--- config.mk ---
export PLATFORM = sky130hd
export DESIGN_NAME = indian_poker_bet_ctrl
export DESIGN_NICKNAME = d
export VERILOG_FILES = /design/src/rtl/indian_poker_bet_ctrl.sv
export SDC_FILE = /design/constraint.sdc
export NUM_CORES = 1
export LEC_CHECK = 0
export CAP_MARGIN = 15
export CORE_MARGIN = 3
export CORE_UTILIZATION = 44
export CTS_CLUSTER_SIZE = 24
export DETAILED_ROUTE_END_ITERATION = 7
export PLACE_DENSITY_LB_ADDON = 0.2
export SLEW_MARGIN = 15
export SYNTH_ARGS = -nofsm -noshare
export SYNTH_HDL_FRONTEND = slang
export SYNTH_SLANG_ARGS = --single-unit
--- constraint.sdc ---
create_clock -name CLK -period 10.17 [get_ports CLK]
set_input_delay 1.5255 -clock CLK [delete_from_list [all_inputs] [get_ports CLK]]
set_output_delay 1.5255 -clock CLK [all_outputs]
set_load 0.02 [all_outputs]
--- src/rtl/indian_poker_bet_ctrl.sv ---
// Indian Poker betting controller: N players, W-bit bets with per-player
// floors, a shared ceiling, turn sequencing and round resolution.
module indian_poker_bet_ctrl #(
    parameter int W  = 8,
    parameter int N  = 2,
    parameter int TW = $clog2(N)
) (
    input  logic            CLK,
    input  logic            CLR,
    input  logic            Up,
    input  logic            Down,
    input  logic            set,
    input  logic [W-1:0]    Max,
    input  logic [N*W-1:0]  min,
    input  logic [N-1:0]    win,
    output logic [TW-1:0]   turn,
    output logic [N*W-1:0]  v,
    output logic [W+TW-1:0] pot,
    output logic            EN,
    output logic [N-1:0]    winner,
    output logic            err
);

    typedef enum logic [1:0] {LOAD, BET, RESOLVE, DONE} state_t;

    state_t state, state_nx;

    logic [2:0]            s, p, pulse;
    logic                  up_p, dn_p, set_p;
    logic [N-1:0][W-1:0]   bet;
    logic [N-1:0][W-1:0]   floor_v;
    logic [W+TW-1:0]       sum;
    logic                  onehot;
    logic                  last;

    assign floor_v = min;
    assign v       = bet;
    assign pulse   = s & ~p;
    assign up_p    = pulse[0];
    assign dn_p    = pulse[1];
    assign set_p   = pulse[2];
    assign last    = (turn == TW'(N - 1));

    // History flops reset high so a button held through reset never pulses
    always_ff @(posedge CLK or negedge CLR) begin
        if (!CLR) begin
            s <= '1;
            p <= '1;
        end else begin
            s <= {set, Down, Up};
            p <= s;
        end
    end

    always_ff @(posedge CLK or negedge CLR) begin
        if (!CLR) begin
            state <= LOAD;
            EN    <= 1'b0;
        end else begin
            state <= state_nx;
            EN    <= (state_nx == BET);
        end
    end

    always_comb begin
        state_nx = state;
        unique case (state)
            LOAD:    state_nx = BET;
            BET:     if (set_p && last) state_nx = RESOLVE;
            RESOLVE: state_nx = DONE;
            DONE:    if (set_p) state_nx = LOAD;
        endcase
    end

    always_comb begin
        sum = '0;
        for (int i = 0; i < N; i++) begin
            sum = sum + (W + TW)'(bet[i]);
        end
    end

    assign onehot = (win != '0) && ((win & (win - N'(1))) == '0);

    always_ff @(posedge CLK or negedge CLR) begin
        if (!CLR) begin
            turn   <= '0;
            bet    <= '0;
            pot    <= '0;
            winner <= '0;
            err    <= 1'b0;
        end else begin
            unique case (state)
                LOAD: begin
                    for (int i = 0; i < N; i++) begin
                        bet[i] <= (floor_v[i] > Max) ? Max : floor_v[i];
                    end
                    turn   <= '0;
                    winner <= '0;
                    err    <= 1'b0;
                end
                BET: begin
                    if (set_p) begin
                        if (!last) turn <= turn + TW'(1);
                    end else if (up_p && !dn_p) begin
                        if (bet[turn] < Max)
                            bet[turn] <= bet[turn] + W'(1);
                    end else if (dn_p && !up_p) begin
                        if (bet[turn] > floor_v[turn])
                            bet[turn] <= bet[turn] - W'(1);
                    end
                end
                RESOLVE: begin
                    pot    <= sum;
                    winner <= onehot ? win : '0;
                    err    <= !onehot;
                end
                DONE: ;
            endcase
        end
    end

endmodule

==> flow_metrics.py, run 1 <==
metrics = {
    "run_status": {
        "status": "finished, final reports clean",
    },
    "critical_path": {
        "path_buf_inv": 1,
        "crit_fanout": 9,
        "crit_family": "compound AO/OA/AOI/OAI gates",
        "path_class": "input port to flip-flop",
        "worstSetupStartpointType": "input port",
        "critPathMaxStageDelay_ns": 0.51,
        "cp_data_required_time_ns": 10.34,
        "r2r_start": "turn",
        "crit_end": "v[0]",
        "crit_slowest_cell": "clkdlybuf4s50_1",
        "crit_chain": "clkdlybuf4s50_1, mux2i_1, ha_1, a211oi_1, nor2_1, nor4bb_1, o22ai_2, a31oi_2, mux2_2",
        "arrival_ns": 4.14,
        "crit_start": "min[13]",
        "ff2ff_setup_slack_ns": 6.65,
        "crit_path_end_kind": "flip-flop",
        "reg2reg_to": "v[0]",
        "crit_cells": 9,
        "ff2ff_path_depth": 10,
    },
    "global_route": {
        "grt_pass1_wl_um": 13000,
        "antenna_found_initial": 0,
        "gr-total-overflow": 0,
        "grt_usage_pct": 19.0,
        "grt_pass1_vias": 2685,
        "grt_max_degree": 39,
    },
    "cts": {
        "clk_pin_slew_worst_paths_ns": 0.07,
        "cts_resized": 0,
        "cts.htree.levels": 2,
        "cts_tree": "done",
        "root_buffer": "clkbuf_8",
        "cts_sinks": 38,
        "cts_buffers": 5,
        "cts_hold_buf": 0,
        "clock_latency_ns": 0.28,
        "cts_buffer_depth": 2,
        "cts_setup_buffers": 0,
    },
    "timing": {
        "rsz0062_at_grt": "no",
        "tns_ns": 0,
        "maxSlewHeadroom_pct": 44.0,
        "setup_ws_ns": 6.20,
        "finalCriticalPeriod_ns": 3.97,
        "final.setup_skew_ns": 0.00266,
        "worstMarginPinSlew_ns": 0.840,
        "setup_viol": 0,
        "min_period_over_period_pct": 39.0,
        "final_max_slew_viol_count": 0,
        "hold_viol": 0,
        "fmax_mhz": 252,
    },
    "placement": {
        "place_ws_ns": 5.89,
        "dpl.hpwl_um": 6440,
        "io_buffers": 60,
        "routabilityCongestion": 0.970,
    },
    "floorplanning": {
        "start_util_pct": 46.2,
        "row_count": 30,
        "die_x_um": 91.1,
        "die_h_um": 91.1,
        "core-area_sq_um": 6910,
        "ios": 61,
        "dieArea_sq_um": 8300,
    },
    "pwr": {
        "peakVddDrop_mv": 0.0913,
        "power_density_nw_per_um2": 289,
        "leakage_nw": 1.81,
    },
    "synth": {
        "synthTopCellsByArea": "dfrtp_1, ha_1, mux2i_1",
        "yosys.area_share.simple_pct": 13.2,
        "ys_seq_elements": 38,
        "yosys.area.top_type": "dfrtp_1",
        "synth_cells": 337,
        "netlist.area_leader.share_pct": 25.1,
        "syn_area_sq_um": 3190,
        "synth_nets": 413,
        "post_synth_xor_area_fraction_pct": 3.30,
        "synthAdderAreaFrac_pct": 17.9,
        "synth_compound_area_share_pct": 17.3,
        "yosysMostFrequentCell": "ha_1",
        "synth_edf_count": 0,
        "synth_top_family_by_area": "adder cells",
        "synth-seq-area-share_pct": 30.1,
        "synth-main-ff-cell": "dfrtp_1",
        "muxShareOfSynthArea_pct": 14.3,
        "ys_types": 51,
        "synth.avg_cell_area_sq_um": 9.46,
        "async_flop_share_pct": 100,
        "yosys_warnings": 0,
        "netlist_top_cells_count": "ha_1, dfrtp_1, nand2_1",
    },
    "routing": {
        "vias": 2750,
        "drt-total-wl_um": 7860,
        "drc": 0,
        "via_per_inst": 5.56,
        "dr.pass1.iters": 4,
        "wl_per_cell_um": 15.9,
        "drt_iter0_markers": 114,
        "ant_nets": 0,
    },
    "final_layout": {
        "syn_to_final_growth_pct": 24.3,
        "multi_input_area_sq_um": 2100,
        "regArea_sq_um": 958,
        "nets": 474,
        "n_fill_cell": 629,
        "antenna_cells": 0,
        "drive_above_1_share_pct": 10.0,
    },
    "min_path": {
        "min_path_type": "flip-flop to flip-flop",
    },
    "flow_run": {
        "cap_violations": 0,
    },
}
## final cells by class
cell class                 count  share of cell area [%]
clock buffer                   8                    2.02
inverter                      24                    2.27
multi-input combinational    267                    53.1
sequential                    38                    24.2
tap                           96                    3.03
timing repair buffer          62                    15.4
## per-layer routing
| metal | share of wire [%] | GRT usage [%] | vias to the layer above |
|---|---|---|---|
| li1 | - | - | 1370 |
| met1 | 47 | 24.8 | 1292 |
| met2 | 46 | 31.8 | 75 |
| met3 | 4.8 | 3.81 | 13 |
| met4 | 1.9 | 5.65 | 0 |
| met5 | 0 | 0 | - |
## where the power goes
part           switching [mW]  internal (mW)
clock network          0.0495         0.0487
logic                   0.398          0.359
registers              0.0802          0.209
## worst min-delay path by stage
stage	startpoint	slack, ns	cells past startpoint	to
2_1_floorplan	s[0]	0.35	0	p[0]
3_3_place_gp	s[2]	0.35	0	p[2]
3_5_place_dp	s[0]	0.36	0	p[0]
4_1_cts	s[0]	0.37	0	p[0]
5_1_grt	s[0]	0.37	0	p[0]
6_report	s[0]	0.37	0	p[0]
## cells in the final DEF (no fill, tap or decap), types with 3 or more instances in the layout
master / count
clkdlybuf4s50_1: 59
ha_1: 44
dfrtp_1: 32
nand2_1: 25
mux2i_1: 23
inv_1: 23
a21oi_1: 19
o21ai_0: 19
mux2_2: 18
nor2_1: 16
nand3_1: 10
xnor2_1: 10
o22ai_1: 10
nor2b_1: 8
nand4_1: 6
dfstp_2: 6
nor3_1: 5
a21o_1: 5
clkbuf_8: 5
o211ai_1: 4
nand2b_1: 3
a31oi_1: 3
a22o_1: 3
o22ai_2: 3
o21bai_1: 3
clkbuf_1: 3
## stage by stage
| step | power, mW | hold slack (ns) | cell area, sq um | utilization, % | instances |
|---|---|---|---|---|---|
| after floorplan | 0.805 | 0.351 | 3190 | - | 337 |
| after global placement | 1.03 | 0.353 | 3880 | 56.2 | 487 |
| after detailed placement | 1.05 | 0.355 | 3880 | 56.2 | 487 |
| after CTS | 1.15 | 0.366 | 3960 | 57.4 | 495 |
| after global routing | 1.25 | 0.373 | 3960 | 57.4 | 495 |
| final | 1.14 | 0.365 | 3960 | 57.4 | 495 |
## logic make-up (layout without fill, tap and decap cells)
| logic type | after synthesis | in the layout |
|---|---|---|
| AO/OA/AOI/OAI | 84 | 84 |
| XOR/XNOR | 12 | 12 |
| adder cells (fa/ha/maj) | 45 | 45 |
| buffers and inverters | 32 | 94 |
| flip-flops | 38 | 38 |
| multiplexers | 42 | 42 |
| AND/OR/NAND/NOR | 84 | 84 |
## worst reg2reg max path, stage by stage (launching register included)
cell and delay, ns:
dfrtp_1 0.77, nor2b_1 0.14, a21oi_1 0.30, inv_1 0.17, ha_1 0.33, nor2b_1 0.13
o211ai_1 0.14, nor4bb_1 0.36, o22ai_2 0.18, a31oi_2 0.48, mux2_2 0.39
## flip-flops by register name, summed over array words and instances (netlist names)
| register | cells |
|---|---|
| p | 3 |
| v | 16 |
| winner | 2 |
| turn | 1 |
| state | 2 |
| s | 3 |
| pot | 9 |
| err | 1 |
| EN | 1 |
Note: power is estimated with default switching activity, not from simulation.
==> run 2, diff against run 1 <==
==> constraint.sdc (replaced) <==
create_clock -name CLK -period 4 [get_ports CLK]
set_input_delay 0.6 -clock CLK [delete_from_list [all_inputs] [get_ports CLK]]
set_output_delay 0.6 -clock CLK [all_outputs]
set_load 0.02 [all_outputs]
==> flow_metrics.py, run 2 (synthesis gave the netlist of run 1 again) <==
metrics = {
    "floorplanning": {
        "start_util_pct": 46.2,
        "row_count": 30,
        "die_h_um": 91.1,
        "core-area_sq_um": 6910,
        "die_x_um": 91.1,
        "ios": 61,
        "dieArea_sq_um": 8300,
    },
    "critical_path": {
        "crit_fanout": 13,
        "arrival_ns": 3.51,
        "cp_data_required_time_ns": 4.17,
        "worstSetupStartpointType": "flip-flop",
        "path_class": "flip-flop to flip-flop",
        "ff2ff_path_depth": 9,
        "crit_path_end_kind": "flip-flop",
    },
    "placement": {
        "routabilityCongestion": 0.943,
        "dpl.hpwl_um": 6500,
        "io_buffers": 60,
    },
    "routing": {
        "vias": 2767,
        "ant_nets": 0,
        "drt-total-wl_um": 8030,
        "dr.pass1.iters": 4,
        "wl_per_cell_um": 16.2,
        "via_per_inst": 5.59,
        "drt_iter0_markers": 193,
        "drc": 0,
    },
    "pwr": {
        "p_total_mw": 2.93,
        "power_density_nw_per_um2": 738,
        "leakage_nw": 1.82,
        "peakVddDrop_mv": 0.190,
    },
    "cts": {
        "clk_pin_slew_worst_paths_ns": 0.07,
        "cts_hold_buf": 0,
        "cts_setup_buffers": 0,
        "cts.htree.levels": 2,
        "cts_sinks": 38,
        "cts_buffers": 5,
        "cts_tree": "done",
        "cts_buffer_depth": 2,
        "clock_latency_ns": 0.29,
        "root_buffer": "clkbuf_8",
        "cts_resized": 0,
    },
    "global_route": {
        "gr-total-overflow": 0,
        "grt_max_degree": 39,
        "grt_usage_pct": 19.8,
        "antenna_found_initial": 0,
        "grt_pass1_vias": 2693,
        "grt_pass1_wl_um": 13200,
    },
    "final_layout": {
        "final_common_cell": "clkdlybuf4s50_1",
        "nets": 475,
        "final_cell_mix": "clkdlybuf4s50_1, ha_1, dfrtp_1",
        "syn_to_final_growth_pct": 24.5,
        "antenna_cells": 0,
        "drive_above_1_share_pct": 10.8,
        "largest_register_ffs": 16,
        "n_fill_cell": 634,
    },
    "min_path": {
        "hold_path_depth": 0,
        "min_path_type": "flip-flop to flip-flop",
    },
    "timing": {
        "final.setup_skew_ns": 0.00431,
        "finalCriticalPeriod_ns": 3.33,
        "final_max_slew_viol_count": 0,
        "min_period_over_period_pct": 83.3,
        "worstMarginPinSlew_ns": 0.854,
        "rsz0062_at_grt": "no",
        "tns_ns": 0,
        "fmax_mhz": 300,
        "setup_viol": 0,
        "hold_viol": 0,
        "maxSlewHeadroom_pct": 43.1,
    },
    "flow_run": {
        "cap_violations": 0,
    },
    "run_status": {
        "status": "finished, final reports clean",
    },
}
-- run 2: cell count changes in the layout (fill, tap and decap cells not counted), sizes merged --
cell,previous run,this run
clkinv,0,2
clkbuf,8,5
buf,3,4
-- run 2: routing by layer --
layer	global-route usage (%)	routed length, um	up-vias
li1	-	-	1367
met1	26.1	3630	1295
met2	33.2	3790	91
met3	2.73	427	14
met4	7.29	187	0
met5	0	0	-
-- run 2: per-stage QoR --
stage	hold WS (ns)	std cells	util, %	instance area, sq um	setup slack [ns]
after floorplan	0.304	337	-	3190	0.516
after global placement	0.353	488	56.3	3890	0.698
after detailed placement	0.356	488	56.3	3890	0.670
after CTS	0.366	495	57.4	3970	0.688
after global routing	0.370	495	57.4	3970	0.475
final	0.365	495	57.4	3970	0.666
-- run 2: layout make-up --
| class | count | area, sq um | area share, % |
|---|---|---|---|
| Sequential cell | 38 | 958 | 24.2 |
| Tap cell | 96 | 120 | 3.03 |
| Inverter | 24 | 90.1 | 2.27 |
| Timing Repair Buffer | 63 | 618 | 15.6 |
| Multi-Input combinational cell | 267 | 2100 | 53.0 |
| Clock inverter | 2 | 10.0 | 0.252 |
| Clock buffer | 5 | 68.8 | 1.73 |
-- run 2: path summary, 6_finish.rpt --
kind	slack (ns)	end	from
setup / recovery	0.67	v[7]	turn
hold / removal	0.37	p[0]	s[0]
setup reg to reg	0.67	v[7]	turn
hold reg to reg	0.37	p[0]	s[0]
max in group asynchronous	3.05	v[12]	CLR
min in group asynchronous	0.41	winner[1]	CLR
-- run 2: power by group --
group / internal (mW) / switching (mW) / leakage (nW)
combinational: 0.920 / 1.02 / 1.32
clock: 0.117 / 0.133 / 0.0438
sequential: 0.530 / 0.205 / 0.461
total: 1.57 / 1.36 / 1.82
-- run 2: worst max-delay path, cell delays in order (launching register included) --
cell	delay [ns]
dfrtp_1	0.62
buf_4	0.26
mux2i_1	0.32
inv_1	0.15
ha_1	0.35
o211ai_1	0.09
nor4bb_1	0.35
o22ai_2	0.18
a31oi_2	0.48
mux2_2	0.40
==> run 3, diff against run 2 <==
==> constraint.sdc (replaced) <==
create_clock -name CLK -period 2.8 [get_ports CLK]
set_input_delay 0.42 -clock CLK [delete_from_list [all_inputs] [get_ports CLK]]
set_output_delay 0.42 -clock CLK [all_outputs]
set_load 0.02 [all_outputs]
==> flow_metrics.py, run 3 (synthesis gave the netlist of run 1 again) <==
metrics = {
    "routing": {
        "drc": 0,
        "via_per_inst": 5.62,
        "drt-total-wl_um": 9530,
        "dr.pass1.iters": 5,
        "ant_nets": 0,
        "vias": 3178,
        "wl_per_cell_um": 16.9,
        "drt_iter0_markers": 184,
    },
    "pwr": {
        "power_density_nw_per_um2": 1150,
        "peakVddDrop_mv": 0.732,
        "leakage_nw": 2.28,
    },
    "timing": {
        "holdWs_ns": 0.225,
        "final.setup_skew_ns": 0.00593,
        "final_max_slew_viol_count": 0,
        "fmax_mhz": 345,
        "rsz0062_at_grt": "yes",
        "finalCriticalPeriod_ns": 2.90,
        "setup_ws_ns": -0.0973,
        "min_period_over_period_pct": 103,
        "setup_viol": 13,
        "hold_viol": 0,
        "worstMarginPinSlew_ns": 0.892,
        "maxSlewHeadroom_pct": 40.1,
    },
    "floorplanning": {
        "row_count": 30,
        "die_x_um": 91.1,
        "core-area_sq_um": 6910,
        "start_util_pct": 46.2,
        "ios": 61,
        "dieArea_sq_um": 8300,
        "die_h_um": 91.1,
    },
    "min_path": {
        "min_path_type": "input port to asynchronous set/reset pin",
    },
    "run_status": {
        "violations": "negative setup slack",
        "status": "complete, but fails checks",
    },
    "critical_path": {
        "ff2ff_path_depth": 11,
        "arrival_ns": 3.14,
        "crit_top_cell": "a21oi_4",
        "cp_data_required_time_ns": 3.04,
        "crit_fanout": 8,
        "crit_slowest_cell": "dfrtp_4",
        "crit_path_end_kind": "flip-flop",
        "critPathMaxStageDelay_ns": 0.57,
        "worstSetupStartpointType": "flip-flop",
        "crit_family": "simple AND/OR/NAND/NOR gates",
        "path_class": "flip-flop to flip-flop",
        "path_buf_inv": 2,
        "crit_chain": "buf_12, buf_8, mux2i_2, ha_1, and4_4, a21oi_4, o31ai_4, o22ai_4, a21oi_4, or4b_1, nand3_1",
        "crit_cells": 11,
    },
    "cts": {
        "clk_pin_slew_worst_paths_ns": 0.08,
        "cts_buffers": 5,
        "cts_sinks": 38,
        "root_buffer": "clkbuf_8",
        "cts_tree": "done",
        "clock_latency_ns": 0.30,
        "cts.htree.levels": 2,
        "cts_buffer_depth": 2,
    },
    "placement": {
        "dpl.hpwl_um": 7100,
        "routabilityCongestion": 0.868,
        "io_buffers": 60,
        "place_ws_ns": -0.221,
    },
    "final_layout": {
        "n_fill_cell": 529,
        "regArea_sq_um": 962,
        "final_cell_mix": "buf_4, clkdlybuf4s50_1, ha_1",
        "syn_to_final_growth_pct": 52.7,
        "largest_register_ffs": 16,
        "final_common_cell": "buf_4",
        "drive_above_1_share_pct": 29.2,
        "antenna_cells": 0,
        "multi_input_area_sq_um": 2360,
        "nets": 544,
        "post-route-util_pct": 70.5,
    },
    "global_route": {
        "grt_pass1_vias": 3137,
        "grt_max_degree": 39,
        "grt_pass1_wl_um": 14900,
        "gr-total-overflow": 0,
        "grt_usage_pct": 22.0,
        "antenna_found_initial": 0,
    },
    "flow_run": {
        "cap_violations": 0,
    },
}
run 3: cell types whose count changed in the layout (fill, tap and decap cells not counted), moves of 5 or more:
cell    previous run  this run
buf_6              0         7
ha_1              44        39
mux2_2            18         4
buf_4              3        60
mux2_4             0        14
ha_4               0         5
run 3: path summary, 6_finish.rpt:
| path | from | end | slack [ns] |
|---|---|---|---|
| worst max register to register | turn | v[11] | -0.1 |
| min in group CLK | s[0] | p[0] | 0.37 |
| worst min-delay path | CLR | pot[7] | 0.23 |
| worst min register to register | s[0] | p[0] | 0.37 |
| worst max-delay path | turn | v[11] | -0.1 |
| max in group asynchronous | CLR | turn | 1.94 |
run 3: per-stage QoR:
step                      area [sq um]  cells  TNS [ns]  power [mW]
after global placement            4350    541     -2.36        4.21
after global routing              4870    565     -1.48        6.00
after detailed placement          4350    541     -2.85        4.30
after CTS                         4590    555    -0.440        5.08
after floorplan                   3250    337         0        3.03
final                             4870    565    -0.684        5.60
run 3: per-layer routing:
metal	track usage (%)	up-vias	share of wire, %
met5	0	-	0
met4	7.54	0	2.6
met3	4.56	28	7.0
met2	35.8	119	47
met1	29.1	1519	44
li1	-	1512	-
run 3: report_power, final:
part	internal [mW]	leakage, nW	switching [mW]
clock	0.380	0.0714	0.207
combinational	2.06	1.74	2.01
sequential	0.764	0.460	0.181
total	3.21	2.28	2.40
run 3: final cells by class:
| cell class | instances | share of cell area (%) |
|---|---|---|
| Multi-Input combinational cell | 268 | 48.5 |
| Timing Repair Buffer | 131 | 24.5 |
| Sequential cell | 38 | 19.8 |
| Tap cell | 96 | 2.47 |
| Inverter | 24 | 1.85 |
| Clock buffer | 6 | 1.70 |
| Clock inverter | 2 | 1.23 |
run 3: what timing repair did:
| action | CTS | global route |
|---|---|---|
| hold endpoints to repair | 0 | 0 |
| buffers inserted | 5 | 10 |
| endpoints found under the setup margin | 14 | 14 |
| resized for setup | 11 | 48 |
| gates cloned | 1 | 0 |
| hold buffers | 0 | 0 |
| pin swaps | 9 | 10 |
